[config.mk]
export PLATFORM = sky130hd
export DESIGN_NAME = mul_sched
export DESIGN_NICKNAME = d
export VERILOG_FILES = /design/src/rtl/mul_sched.sv
export SDC_FILE = /design/constraint.sdc
export NUM_CORES = 1
export LEC_CHECK = 0
export CORE_UTILIZATION = 50
export CTS_BUF_LIST = sky130_fd_sc_hd__clkbuf_8
export DETAILED_ROUTE_END_ITERATION = 8
export PLACE_DENSITY = 0.82
export SYNTH_ARGS = -nofsm -noshare
export SYNTH_HDL_FRONTEND = slang
export SYNTH_SLANG_ARGS = --single-unit
[constraint.sdc]
create_clock -name CLK -period 2.7 [get_ports CLK]
set_input_delay 0.405 -clock CLK [delete_from_list [all_inputs] [get_ports CLK]]
set_output_delay 0.405 -clock CLK [all_outputs]
set_load 0.005 [all_outputs]
[src/rtl/mul_sched.sv]
// rtl/mul_sched.sv - round-robin scheduler for one shared pipelined 32x32 multiplier
module mul_sched #(
  parameter int LAT  = 3,
  parameter int TAGW = 5,
  parameter int OBUF = 4
) (
  input  logic            CLK,
  input  logic            RST,
  input  logic            flush,
  input  logic            req0_valid,
  output logic            req0_ready,
  input  logic [31:0]     req0_A,
  input  logic [31:0]     req0_B,
  input  logic [TAGW-1:0] req0_tag,
  input  logic            req1_valid,
  output logic            req1_ready,
  input  logic [31:0]     req1_A,
  input  logic [31:0]     req1_B,
  input  logic [TAGW-1:0] req1_tag,
  output logic [31:0]     mul_A,
  output logic [31:0]     mul_B,
  input  logic [31:0]     mul_P,
  output logic            res_valid,
  input  logic            res_ready,
  output logic [31:0]     res_P,
  output logic [TAGW-1:0] res_tag,
  output logic            res_src
);

  localparam int CW = $clog2(OBUF + 1);
  localparam int PW = (OBUF > 1) ? $clog2(OBUF) : 1;
  localparam logic [CW-1:0] CREDIT_MAX = CW'(OBUF);
  localparam logic [PW-1:0] SLOT_LAST  = PW'(OBUF - 1);

  // Ops in flight plus results waiting in the FIFO.
  logic [CW-1:0]   credit_cnt;
  logic [CW-1:0]   fifo_cnt;
  logic [PW-1:0]   wr_ptr;
  logic [PW-1:0]   rd_ptr;
  // 0: requester 0 wins a tie, 1: requester 1 wins a tie.
  logic            rr_ptr;

  logic [LAT-1:0]  trk_v;
  logic [TAGW-1:0] trk_tag [LAT];
  logic            trk_src [LAT];

  logic [31:0]     fifo_p   [OBUF];
  logic [TAGW-1:0] fifo_tag [OBUF];
  logic            fifo_src [OBUF];

  logic            issue_ok;
  logic            grant0;
  logic            grant1;
  logic            issue;
  logic            pop;
  logic            capture;
  logic            fifo_nonempty;
  logic [31:0]     grant_A;
  logic [31:0]     grant_B;
  logic [TAGW-1:0] grant_tag;

  // Grant at most one requester per cycle while credit remains; the pointer breaks ties.
  always_comb begin
    issue_ok  = !RST && !flush && (credit_cnt < CREDIT_MAX);
    grant0    = issue_ok && req0_valid && (!req1_valid || !rr_ptr);
    grant1    = issue_ok && req1_valid && (!req0_valid ||  rr_ptr);
    issue     = grant0 || grant1;
    grant_A   = grant1 ? req1_A   : req0_A;
    grant_B   = grant1 ? req1_B   : req0_B;
    grant_tag = grant1 ? req1_tag : req0_tag;
  end

  assign req0_ready = grant0;
  assign req1_ready = grant1;

  // Result port presents the FIFO head; it reads as zero whenever the FIFO is empty.
  always_comb begin
    fifo_nonempty = (fifo_cnt != '0);
    res_valid     = fifo_nonempty;
    res_P         = '0;
    res_tag       = '0;
    res_src       = 1'b0;
    if (fifo_nonempty) begin
      res_P   = fifo_p[rd_ptr];
      res_tag = fifo_tag[rd_ptr];
      res_src = fifo_src[rd_ptr];
    end
    pop     = fifo_nonempty && res_ready;
    capture = trk_v[LAT-1];
  end

  // Operand registers drive the multiplier and hold their value between issues.
  always_ff @(posedge CLK) begin
    if (RST) begin
      mul_A <= '0;
      mul_B <= '0;
    end else if (issue) begin
      mul_A <= grant_A;
      mul_B <= grant_B;
    end
  end

  // After a grant the tie-break favours the requester that was not served.
  always_ff @(posedge CLK) begin
    if (RST) begin
      rr_ptr <= 1'b0;
    end else if (issue) begin
      rr_ptr <= grant0;
    end
  end

  // Valid bits of ops in flight; clearing them makes late products of killed ops vanish.
  always_ff @(posedge CLK) begin
    if (RST || flush) begin
      trk_v <= '0;
    end else begin
      trk_v[0] <= issue;
      for (int i = 1; i < LAT; i++) begin
        trk_v[i] <= trk_v[i-1];
      end
    end
  end

  // Tag and source ride alongside the valid bits and only matter where a valid bit is set.
  always_ff @(posedge CLK) begin
    trk_tag[0] <= grant_tag;
    trk_src[0] <= grant1;
    for (int i = 1; i < LAT; i++) begin
      trk_tag[i] <= trk_tag[i-1];
      trk_src[i] <= trk_src[i-1];
    end
  end

  // Result slots are written when the tracked op's product is on mul_P.
  always_ff @(posedge CLK) begin
    if (!RST && !flush && capture) begin
      fifo_p[wr_ptr]   <= mul_P;
      fifo_tag[wr_ptr] <= trk_tag[LAT-1];
      fifo_src[wr_ptr] <= trk_src[LAT-1];
    end
  end

  // FIFO pointers and occupancy; credit keeps writes from ever meeting a full FIFO.
  always_ff @(posedge CLK) begin
    if (RST || flush) begin
      wr_ptr   <= '0;
      rd_ptr   <= '0;
      fifo_cnt <= '0;
    end else begin
      if (capture) begin
        wr_ptr <= (wr_ptr == SLOT_LAST) ? '0 : wr_ptr + 1'b1;
      end
      if (pop) begin
        rd_ptr <= (rd_ptr == SLOT_LAST) ? '0 : rd_ptr + 1'b1;
      end
      case ({capture, pop})
        2'b10:   fifo_cnt <= fifo_cnt + 1'b1;
        2'b01:   fifo_cnt <= fifo_cnt - 1'b1;
        default: fifo_cnt <= fifo_cnt;
      endcase
    end
  end

  // Credit grows on issue and shrinks on pop; flush returns every credit at once.
  always_ff @(posedge CLK) begin
    if (RST || flush) begin
      credit_cnt <= '0;
    end else begin
      case ({issue, pop})
        2'b10:   credit_cnt <= credit_cnt + 1'b1;
        2'b01:   credit_cnt <= credit_cnt - 1'b1;
        default: credit_cnt <= credit_cnt;
      endcase
    end
  end

endmodule
==> reports/results.ini <==
[clock_tree]
numCtsBuffers = 39
cts_num_sinks = 250
clock_latency_ns = 0.53
cts_tree = built
clk_pin_slew_worst_paths_ns = 0.06
cts-htree-levels = 2
clockBufferDepth = 3
postCtsHoldBufs = 0
cts_root_buf = clkbuf_8

[worst_setup_path]
cp-start-kind = flip-flop
r2r.worst_path.cells = 9
required_ns = 2.30
rr_endpoint = credit_cnt[2]$_SDFFE_PP0P_
r2r-start = credit_cnt[2]$_SDFFE_PP0P_
crit_fanout = 17
slowest_stage = mux4_2
path_cells = buf_16 -> mux4_2 -> nor2b_1 -> clkdlybuf4s50_1
reg2reg_slack_ns = 0.63
crit_path_end = res_P[27]
worst_setup_path_end_kind = output port
slowest_delay_ns = 0.52
crit_arrival_ns = 2.24
crit_type = flip-flop to output port

[route]
first_pass_iters = 5
drt_iter0_markers = 436
met2_wirelength_um = 13100
vias_per_cell = 5.83
top_layer = met4
via_count = 7702
met3_length_um = 2430
detail-route-antenna-nets = 0
met1_length_um = 9740
wl_per_cell_um = 19.7
wirelength_um = 26000
drc = 0

[die]
rows = 52
num_io_pins = 281
die_w_um = 146
start_util_pct = 51.1
core_area_um2 = 20200
die_y_um = 146
die_area_um2 = 21300

[layout]
fin_nets = 1202
layout_common_cells = clkdlybuf4s50_1 (249), edfxtp_1 (152), dfxtp_1 (96)
final_layout_size_suffix_gt1_share_pct = 14.1
layout_commonest_cell = clkdlybuf4s50_1
instances_no_fill = 1320
stdcell_area_um2 = 14300
syn_to_final_growth_pct = 38.3

[status]
outcome = finished clean

[logic_synthesis]
syn_inst = 743
synth_area_per_cell_um2 = 13.9
synth-seq-area-share_pct = 63.1
yosysUniqueCellTypes = 35
synth.net_count = 928
synth_top_area_share_pct = 44.1
yosys_warnings = 0
yosysTopAreaCell = edfxtp_1
syn_area_um2 = 10300
async_flop_share_pct = 0
synth_edf_count = 152
ys_ff_latch = 250
ys.flop_type = edfxtp_1
synth_area_leaders = edfxtp_1 (44%), dfxtp_1 (19%), mux4_2 (8.3%), a311oi_1 (5.4%), o31ai_1 (4.7%)

[sta]
timing.slew.headroom_pct = 50.3
fmaxAchievable_ghz = 0.378
setup-violations-final = 0
timing.final.crit_share_pct = 97.9
min_period_ns = 2.64
max_slew.worst_pin.slew_ns = 0.746
hold_viol = 0
timing.hold.ws_ns = 0.181
drv_slew = 0
fin_worst_skew_ns = 0.0124

[placement]
dp_cells = 1234
dp_hpwl_um = 15900
postPlaceCellArea_um2 = 13400
portBuffers = 280
gp_congestion = 0.802

[global_routing]
grt_max_degree = 129
first_global_vias = 7400
grt_antenna_before_repair = 2
grt_use_total_pct = 23.9
overflow = 0
grt_pass1_wl_um = 39900

[power_and_ir_drop]
power_uw = 7920
peakVddDrop_uv = 322
total_leakage_power_uw = 0.00501
power.density_nw_per_um2 = 554

[run]
cap_violations = 0

[worst_hold_path]
hp-class = input port to flip-flop

## power by group
group / internal, uW / total [uW] / switching (uW) / leakage, uW
sequential: 4130 / 4170 / 45.7 / 0.00217
combinational: 447 / 802 / 355 / 0.00241
clock: 1540 / 2940 / 1400 / 0.000422
total: 6110 / 7920 / 1800 / 0.00501
## flip-flops by register name, summed over array words and instances (netlist names), named ones only
signal,flops
wr_ptr,2
fifo_src,4
trk_v,3
credit_cnt,3
trk_src,3
fifo_p,128
rr_ptr,1
rd_ptr,2
mul_A,32
mul_B,32
fifo_cnt,3
trk_tag,15
fifo_tag,20
## critical path, delay by kind of cell (launching register included)
kind,cells,cell delay [ns]
mux,1,0.52
buf+inv,2,0.62
flops,1,0.42
simple gates,1,0.14
## area by class of cell
type                       count  area [um^2]
fill                        1389         5930
clock inverter                30          155
clock buffer                  42          578
multi-input combinational    395         3370
tap                          270          338
antenna                        2         5.00
inverter                      14         52.6
sequential                   250         6530
timing repair buffer         317         3270
## repair_timing
item	4_1_cts	5_1_grt
cloned	2	0
setup buffers	0	10
endpoints found under the hold margin	0	0
setup endpoints to repair	39	20
pin swaps	0	0
resized for setup	18	16
## Yosys cell counts, types with 4 or more instances
cell        n
edfxtp_1  152
dfxtp_1    98
mux4_2     38
a311oi_1   64
xor2_1      4
clkbuf_1   40
a21oi_1    70
mux2_2      5
buf_2      23
nand4_1    64
and2b_1     6
ha_1        7
nor2b_1    33
nor2_1     12
and3_1      4
o31ai_1    65
buf_6       5
buf_4      13
inv_1      14
## cell families (layout without fill, tap and decap cells)
| logic type | count (synthesis) | in the layout | synth area share (%) |
|---|---|---|---|
| XOR/XNOR | 4 | 4 | 0.339 |
| multiplexers | 45 | 45 | 9.01 |
| AO/OA/AOI/OAI | 203 | 203 | 13.8 |
| other | 0 | 2 | 0 |
| AND/OR/NAND/NOR | 134 | 134 | 7.91 |
| adder cells (fa/ha/maj) | 9 | 9 | 1.23 |
| buffers and inverters | 98 | 403 | 4.67 |
| flip-flops | 250 | 250 | 63.1 |
## stage by stage
step | util [%] | TNS, ns | setup WS (ns)
floorplan | - | 0 | 0.374
global placement | 66.3 | -0.0997 | -0.0997
detailed placement | 66.3 | -0.144 | -0.144
CTS | 70.1 | 0 | 0.00256
global route | 70.7 | -0.0386 | -0.0351
finish | 70.7 | 0 | 0.0577
## layer usage
layer  track usage, %  vias to the layer above
met4             9.47                        0
met3             7.18                       60
li1                 -                     3552
met1             29.6                     3748
met2             39.2                      342
met5                0                        -
## worst min path at each step
stage | from | end | slack, ns | depth (start not counted)
CTS | RST | mul_B[27]$_SDFFE_PP0P_ | 0.15 | 2
finish | RST | mul_B[27]$_SDFFE_PP0P_ | 0.18 | 2
detailed placement | trk_src[0][0]$_DFF_P_ | trk_src[0][1]$_DFF_P_ | 0.31 | 0
global route | RST | rr_ptr$_SDFFE_PP0P_ | 0.17 | 2
floorplan | trk_src[0][0]$_DFF_P_ | trk_src[0][1]$_DFF_P_ | 0.31 | 0
global placement | trk_tag[0][4]$_DFF_P_ | trk_tag[0][9]$_DFF_P_ | 0.31 | 0
Power figures use the tool's default switching activity.
